==> src/rtl/dbgregs.sv <==
// dbgregs: debug-port register file with optional frame-synchronous shadowing (DBGREGS_SHADOW_EN)
module dbgregs (
    input  logic        clk,
    input  logic        reset,
    input  logic [7:0]  dbgaddr,
    input  logic [7:0]  dbgwdata,
    input  logic        dbgreq,
    output logic        dbgack,
    input  logic        frame,
    output logic [15:0] hscale,
    output logic [15:0] vscale,
    output logic [11:0] xoff,
    output logic [11:0] yoff,
    output logic [7:0]  ctrl,
    output logic        pending
);
    typedef enum logic [2:0] {IDLE, SETTLE, WRITE, ACK, DRAIN} state_t;
    state_t      state;
    logic        settle_cnt;
    logic        wr;
    logic [15:0] s_h, s_v;
    logic [11:0] s_x, s_y;
    logic [7:0]  s_c;
    assign wr = (state == WRITE);
    // request handshake: two settle cycles, one write, one ack pulse, then wait for dbgreq to drop
    always_ff @(posedge clk) begin
        if (reset) begin
            state      <= IDLE;
            settle_cnt <= 1'b0;
            dbgack     <= 1'b0;
        end else begin
            case (state)
                IDLE:    if (dbgreq) begin state <= SETTLE; settle_cnt <= 1'b0; end
                SETTLE:  if (settle_cnt) state <= WRITE; else settle_cnt <= 1'b1;
                WRITE:   begin state <= ACK; dbgack <= 1'b1; end
                ACK:     begin state <= DRAIN; dbgack <= 1'b0; end
                DRAIN:   if (!dbgreq) state <= IDLE;
                default: state <= IDLE;
            endcase
        end
    end
    // register write; these are staging registers when shadowing, else the live outputs
    always_ff @(posedge clk) begin
        if (reset) begin
            s_h <= 16'h0100;
            s_v <= 16'h0100;
            s_x <= 12'h000;
            s_y <= 12'h000;
            s_c <= 8'h00;
        end else if (wr) begin
            case (dbgaddr)
                8'h00:   s_h[7:0]  <= dbgwdata;
                8'h01:   s_h[15:8] <= dbgwdata;
                8'h02:   s_v[7:0]  <= dbgwdata;
                8'h03:   s_v[15:8] <= dbgwdata;
                8'h04:   s_x[7:0]  <= dbgwdata;
                8'h05:   s_x[11:8] <= dbgwdata[3:0];
                8'h06:   s_y[7:0]  <= dbgwdata;
                8'h07:   s_y[11:8] <= dbgwdata[3:0];
                8'h08:   s_c       <= dbgwdata;
                default: ;
            endcase
        end
    end
`ifdef DBGREGS_SHADOW_EN
    // frame copy uses pre-write staging; a commit in the frame cycle survives for the next frame
    always_ff @(posedge clk) begin
        if (reset) begin
            hscale  <= 16'h0100;
            vscale  <= 16'h0100;
            xoff    <= 12'h000;
            yoff    <= 12'h000;
            ctrl    <= 8'h00;
            pending <= 1'b0;
        end else begin
            if (frame && pending) begin
                hscale  <= s_h;
                vscale  <= s_v;
                xoff    <= s_x;
                yoff    <= s_y;
                ctrl    <= s_c;
                pending <= 1'b0;
            end
            if (wr && dbgaddr == 8'h0F) pending <= 1'b1;
        end
    end
`else
    logic unused_frame;
    assign unused_frame = frame;
    assign hscale  = s_h;
    assign vscale  = s_v;
    assign xoff    = s_x;
    assign yoff    = s_y;
    assign ctrl    = s_c;
    assign pending = 1'b0;
`endif
endmodule
==> config.mk <==
export PLATFORM = sky130hd
export DESIGN_NAME = dbgregs
export DESIGN_NICKNAME = d
export VERILOG_FILES = /design/src/rtl/dbgregs.sv
export SDC_FILE = /design/constraint.sdc
export NUM_CORES = 1
export LEC_CHECK = 0
export ABC_AREA = 0
export CORE_UTILIZATION = 46
export CTS_BUF_LIST = sky130_fd_sc_hd__clkbuf_16
export DETAILED_ROUTE_END_ITERATION = 7
export HOLD_SLACK_MARGIN = 0.06
export PLACE_DENSITY = 0.89
export SYNTH_ARGS = -nofsm -noshare
export SYNTH_HDL_FRONTEND = slang
export SYNTH_SLANG_ARGS = --single-unit
==> constraint.sdc <==
create_clock -name clk -period 2.3 [get_ports clk]
set_input_delay 0.46 -clock clk [delete_from_list [all_inputs] [get_ports clk]]
set_output_delay 0.46 -clock clk [all_outputs]
set_load 0.02 [all_outputs]
Yosys cells after proc, flatten, opt, wreduce, memory -nomap -nowiden:

Index checks and enable logic that the tools add are counted.

* reduce and logical (&&, ||, !) cells: 15
* equality and inequality tests: 15
* muxes and demuxes: 7

Operators by type and width (number)
* $eq A8 B3 Y1 const B: 4
* $reduce_and A2 Y1: 10
* $eq A8 B2 Y1 const B: 2
* $pmux W3 S5: 1
* $mux W3: 3
* $eq A8 B1 Y1 const B: 1
* $eq A8 B4 Y1 const B: 1
* $logic_not A8 Y1: 1
* $eq A3 B2 Y1 const B: 2
* $ne A2 B2 Y1 const B: 3
* $pmux W1 S2: 2
* $reduce_bool A2 Y1: 2
* $eq A3 B1 Y1 const B: 1
* $eq A3 B3 Y1 const B: 1
* $logic_not A3 Y1: 1
* $reduce_and A3 Y1: 1
* $mux W1: 1

* output and inout port bits: 66
* word-level logic and storage cells: 49
* flip-flop bits (word level): 69

Longest topological paths before layout:

* depth in word-level cells: 3
* mapped depth: 4
* mapped depth without buffers: 3

Worst setup path after synthesis:

Ideal clock, no wire load.

* path kind: register to register
* start point: register state[0]
* end point: register s_c[1], in the netlist ctrl[1]
* cell stages (with the launch flop): 5
* clock period less this slack: 1.711 ns
* required time: 2.170 ns
* slack: 0.589 ns
* arrival time: 1.580 ns
* library setup time: 0.130 ns
* buffers on the path: 1
* cell sequence: dfxtp_1 -> clkbuf_1 -> nor4_4 -> nand4_2 -> mux2i_1

* word-level cells in the longest chain between the ends: 2

Ends and longest elaborated chain
* from (decl): line 18 `state_t state;`
* from (signal assigned): line 28 `state <= IDLE;`
* from (signal assigned): line 33 `IDLE: if (dbgreq) begin state <= SETTLE; settle_cnt <= 1'b0; end`
* from (signal assigned): line 34 `SETTLE: if (settle_cnt) state <= WRITE; else settle_cnt <= 1'b1;`
* $eq A3 B2 Y1: line 24 `assign wr = (state == WRITE);`
* $reduce_and A2 Y1 (no source line)
* to (signal assigned): line 60 `8'h08: s_c <= dbgwdata;`
* to (decl): line 23 `logic [7:0] s_c;`

No other way between the ends.
A chain may end at the register's enable or synchronous reset.

Worst setup path in the final report:

* start point: input port dbgaddr[6]
* end point: register s_x[0], in the netlist xoff[0]

* word-level cells in the longest chain between the ends: 2

Ends and longest elaborated chain
* from (decl): line 5 `input logic [7:0] dbgaddr,`
* $eq A8 B3 Y1: line 51 `case (dbgaddr)`
* $reduce_and A2 Y1 (no source line)
* to (signal assigned): line 56 `8'h04: s_x[7:0] <= dbgwdata;`
* to (decl): line 22 `logic [11:0] s_x, s_y;`

No other way between the ends.

==> results.txt <==
The flow ran to the end, and the final reports show no timing, DRC or antenna violations. Clock tree synthesis selected as its root buffer the cell clkbuf_16. In this run the cell area measured after placement is 3687 µm². The maximum clock insertion buffer count came out at 2. The final worst clock skew is 0.003705 ns. TritonCTS built the clock tree. The diode insertion count for antenna repair is 0. Data on the critical path is required at its endpoint by 2.55 ns. The placed wire-length estimate came out at 4427 µm. The count of nets left with antenna violations once routing finished came out at 0. The mean area per synthesized cell is 10.99 µm². The via total after detailed routing is 2115. The fraction of synthesized cell area taken by the top area cell type came out at 49.31%.

The worst-case vdd ir drop is 652.0 µV. Timing would allow up to 556.7 MHz. The die covers 6406 µm². The routed wire length came out at 6748 µm. The remaining global-route overflow came out at 0. The synthesized instance count came out at 255. The detailed-route DRC error count came out at 0.

The number of flops mapped to enable cells by yosys came out at 0. The worst setup path is launched from an input pin. For this run, the share of the core covered by cells in the final layout is just under 70%. The setup path with the least slack is of type in -> reg. The depth of the worst register-to-register path is 4.

When the netlist entered floorplanning its net count stood at around 280. The clock latency of the later-clocked register in the worst-skew pair is ~0.33 ns. The most common cell in the synthesized netlist is nand2b_1. The post-cts repair resize count is 0.

The number of failing setup endpoints in the final timing report is 0. The met2 layer usage reported by global route came out at between 30% and 40%. The number of warning messages in the yosys log is 0. The floorplan die width came out at approximately 80 µm.

The count of distinct cell types in the synthesized netlist is 22. The arrival time at the worst endpoint is 2.04 ns. The count of buffers inserted at the top-level ports came out at 83. With fillers left out, the area of the finished cells amounts to 4074 µm². The total clock buffers created by CTS came out at 9.

The count of state elements after synthesis came out at 69. Setup repair after global routing left no endpoint under its margin. The number of clock sinks is 69. In this run the tightest slew margin relative to its limit is 62.71%. The capturing element type of the critical path is a register. The worst register-to-register path ends at xoff[0]. The worst register-to-register path has a setup slack of 0.56 ns. After global routing, the most crowded layer is met2. The worst hold path begins at vscale[1]. The worst hold endpoint is vscale[1]. The total number of nets in the final design is 358. The final critical path time including I/O delays and setup came out at 1.796 ns.

The average wire per standard cell came out at 16.14 µm. The final cycle utilization of the critical path is approximately four fifths. The total area inside the core boundary comes to 5886 µm².

Setup total negative slack on the finished layout was measured at 0 ns. Along the worst hold path, the cell count comes to 2. The startpoint identified for the worst register-to-register timing path is state[1]. The share of flip-flops with an asynchronous set or reset came out at 0%. The number of slew-limit violations in the final report came to 0.

The met1 track demand over resource in global routing came out at 26.34%. The met3 track demand over resource in global routing is 7.771%. The initial standard-cell utilization of the core is 47.60%. Dividing total power by cell area gives a power density of 769.5 nW/µm². The average vias per placed instance is 5.060. The maximum level of the CTS H-tree came out at 3. The pre-antenna-repair detailed-routing pass consisted of 4 iterations. The slew of the pin with the lowest slew margin came out at roughly 0.56 ns. The most used flip-flop cell after synthesis is dfxtp_1. The standby leakage power is 0.001889 µW. The number of hold violations in the final report came out at 0. In this run, the number of DRC markers left after iteration 0 of detailed routing was 64.

Counting instances in the post-synthesis netlist gives the leading cell types as 72 x nand2b_1, 69 x dfxtp_1, 64 x mux2i_1. The max-capacitance violation count came out at 0. The number of global-route vias before repair is 2106. The overall global routing resource usage is between 20% and 30%. The pin count of the biggest net entering global routing is 58. The biggest area contributor in the post-synthesis netlist is dfxtp_1.

Sorting the synthesized cells by area gives the leading types as dfxtp_1 49%, mux2i_1 23%, nand2b_1 16%. The clock transition at the register clock pins on the worst setup and hold paths after CTS is approximately 0.06 ns. The number of setup buffers added after CTS came out at 0.

The floorplan row count is 28. The post-placement setup slack came out at around 0.18 ns. In this run the count of I/O pins placed on the die edge is between 80 and 90. The first global-routing pass estimated 10760 µm of wire. Of all nets on the critical path, the largest fanout is 9.

The worst setup slack after layout came out at 0.5038 ns. Summing every instance area after synthesis gives 2801 µm². The post-cts hold buffer count is 0.

The initial antenna violation count was 0. The die is 80.04 µm tall. The class of the most critical hold timing path is reg -> reg. The portion of the post-synthesis area used by sequential elements is between 40% and 50%. The routability congestion estimate is 0.7231.

Relative to the synthesized area, the layout overhead comes to 45.42%. The proportion of layout cells with a drive suffix above 1 is 8.163%.
[cells by family (layout without fill, tap and decap cells)]
kind of cell / after synthesis / count (layout) / share of synthesized area, %
multiplexers: 64 / 64 / 22.87
AND/OR/NAND/NOR: 102 / 102 / 24.34
other: 1 / 1 / 0.1339
flip-flops: 69 / 69 / 49.31
buffers and inverters: 14 / 102 / 2.010
AO/OA/AOI/OAI: 5 / 5 / 1.340
[layout make-up]
cell class                      count  area [µm²]
Fill cell                         450        1812
Timing Repair Buffer               86       848.3
Clock buffer                        9       225.2
Tap cell                           75       93.84
Multi-Input combinational cell    172        1364
Sequential cell                    69        1381
Clock inverter                      7       161.4
[state kept, by name, summed over array words and instances, names as in the netlist]
register / flops
ctrl: 8
dbgack: 1
yoff: 12
xoff: 12
hscale: 16
vscale: 16
state: 3
settle_cnt: 1
[cell usage in the layout (no fill, tap or decap), types with 2 or more instances in the layout]
master | netlist | final
clkdlybuf4s50_1 | 0 | 82
nand4_1 | 2 | 2
nand4_2 | 7 | 7
bufinv_16 | 0 | 5
a211oi_1 | 2 | 2
clkbuf_16 | 0 | 9
mux2i_1 | 64 | 64
dfxtp_1 | 69 | 69
nor2b_1 | 5 | 5
nor2_1 | 9 | 9
nand2b_1 | 72 | 72
buf_4 | 1 | 3
[worst max-delay path: stages]
cell and delay, ns:
clkdlybuf4s50_1 0.41, nor3b_1 0.28, buf_4 0.25, nand4_2 0.36
mux2i_1 0.28
[power by group]
part	switching [µW]	internal, µW	leakage, µW
combinational	68.6	64.7	0.00115
sequential	7.81	1200	0.000556
clock	519	1270	0.000183
total	595	2540	0.00189
[metrics by stage]
stage / power (µW) / hold WS, ns / cells
2_1_floorplan: 1308 / 0.4781 / 255
3_3_place_gp: 1364 / 0.4617 / 402
3_5_place_dp: 1367 / 0.4679 / 402
4_1_cts: 3143 / 0.4772 / 418
5_1_grt: 3212 / 0.4950 / 418
6_report: 3135 / 0.4739 / 418
[metal layers]
metal  vias up  routed length [µm]  part of all wire, %
met1      1014                2800                   41
met4         0                 169                  2.5
met5         -                   0                    0
met2        59                3409                   51
met3        12                 369                  5.5
li1       1030                   -                    -
[how the worst max path moves through the flow]
stage,startpoint,endpoint,slack (ns),cells past startpoint
2_1_floorplan,state[0],ctrl[1],0.59,4
3_3_place_gp,dbgaddr[5],hscale[10],0.22,5
3_5_place_dp,dbgaddr[5],xoff[0],0.18,5
4_1_cts,dbgaddr[6],xoff[0],0.51,5
5_1_grt,dbgaddr[5],xoff[5],0.43,5
6_report,dbgaddr[6],xoff[0],0.50,5
No activity file was read; power rests on OpenSTA's default activity.
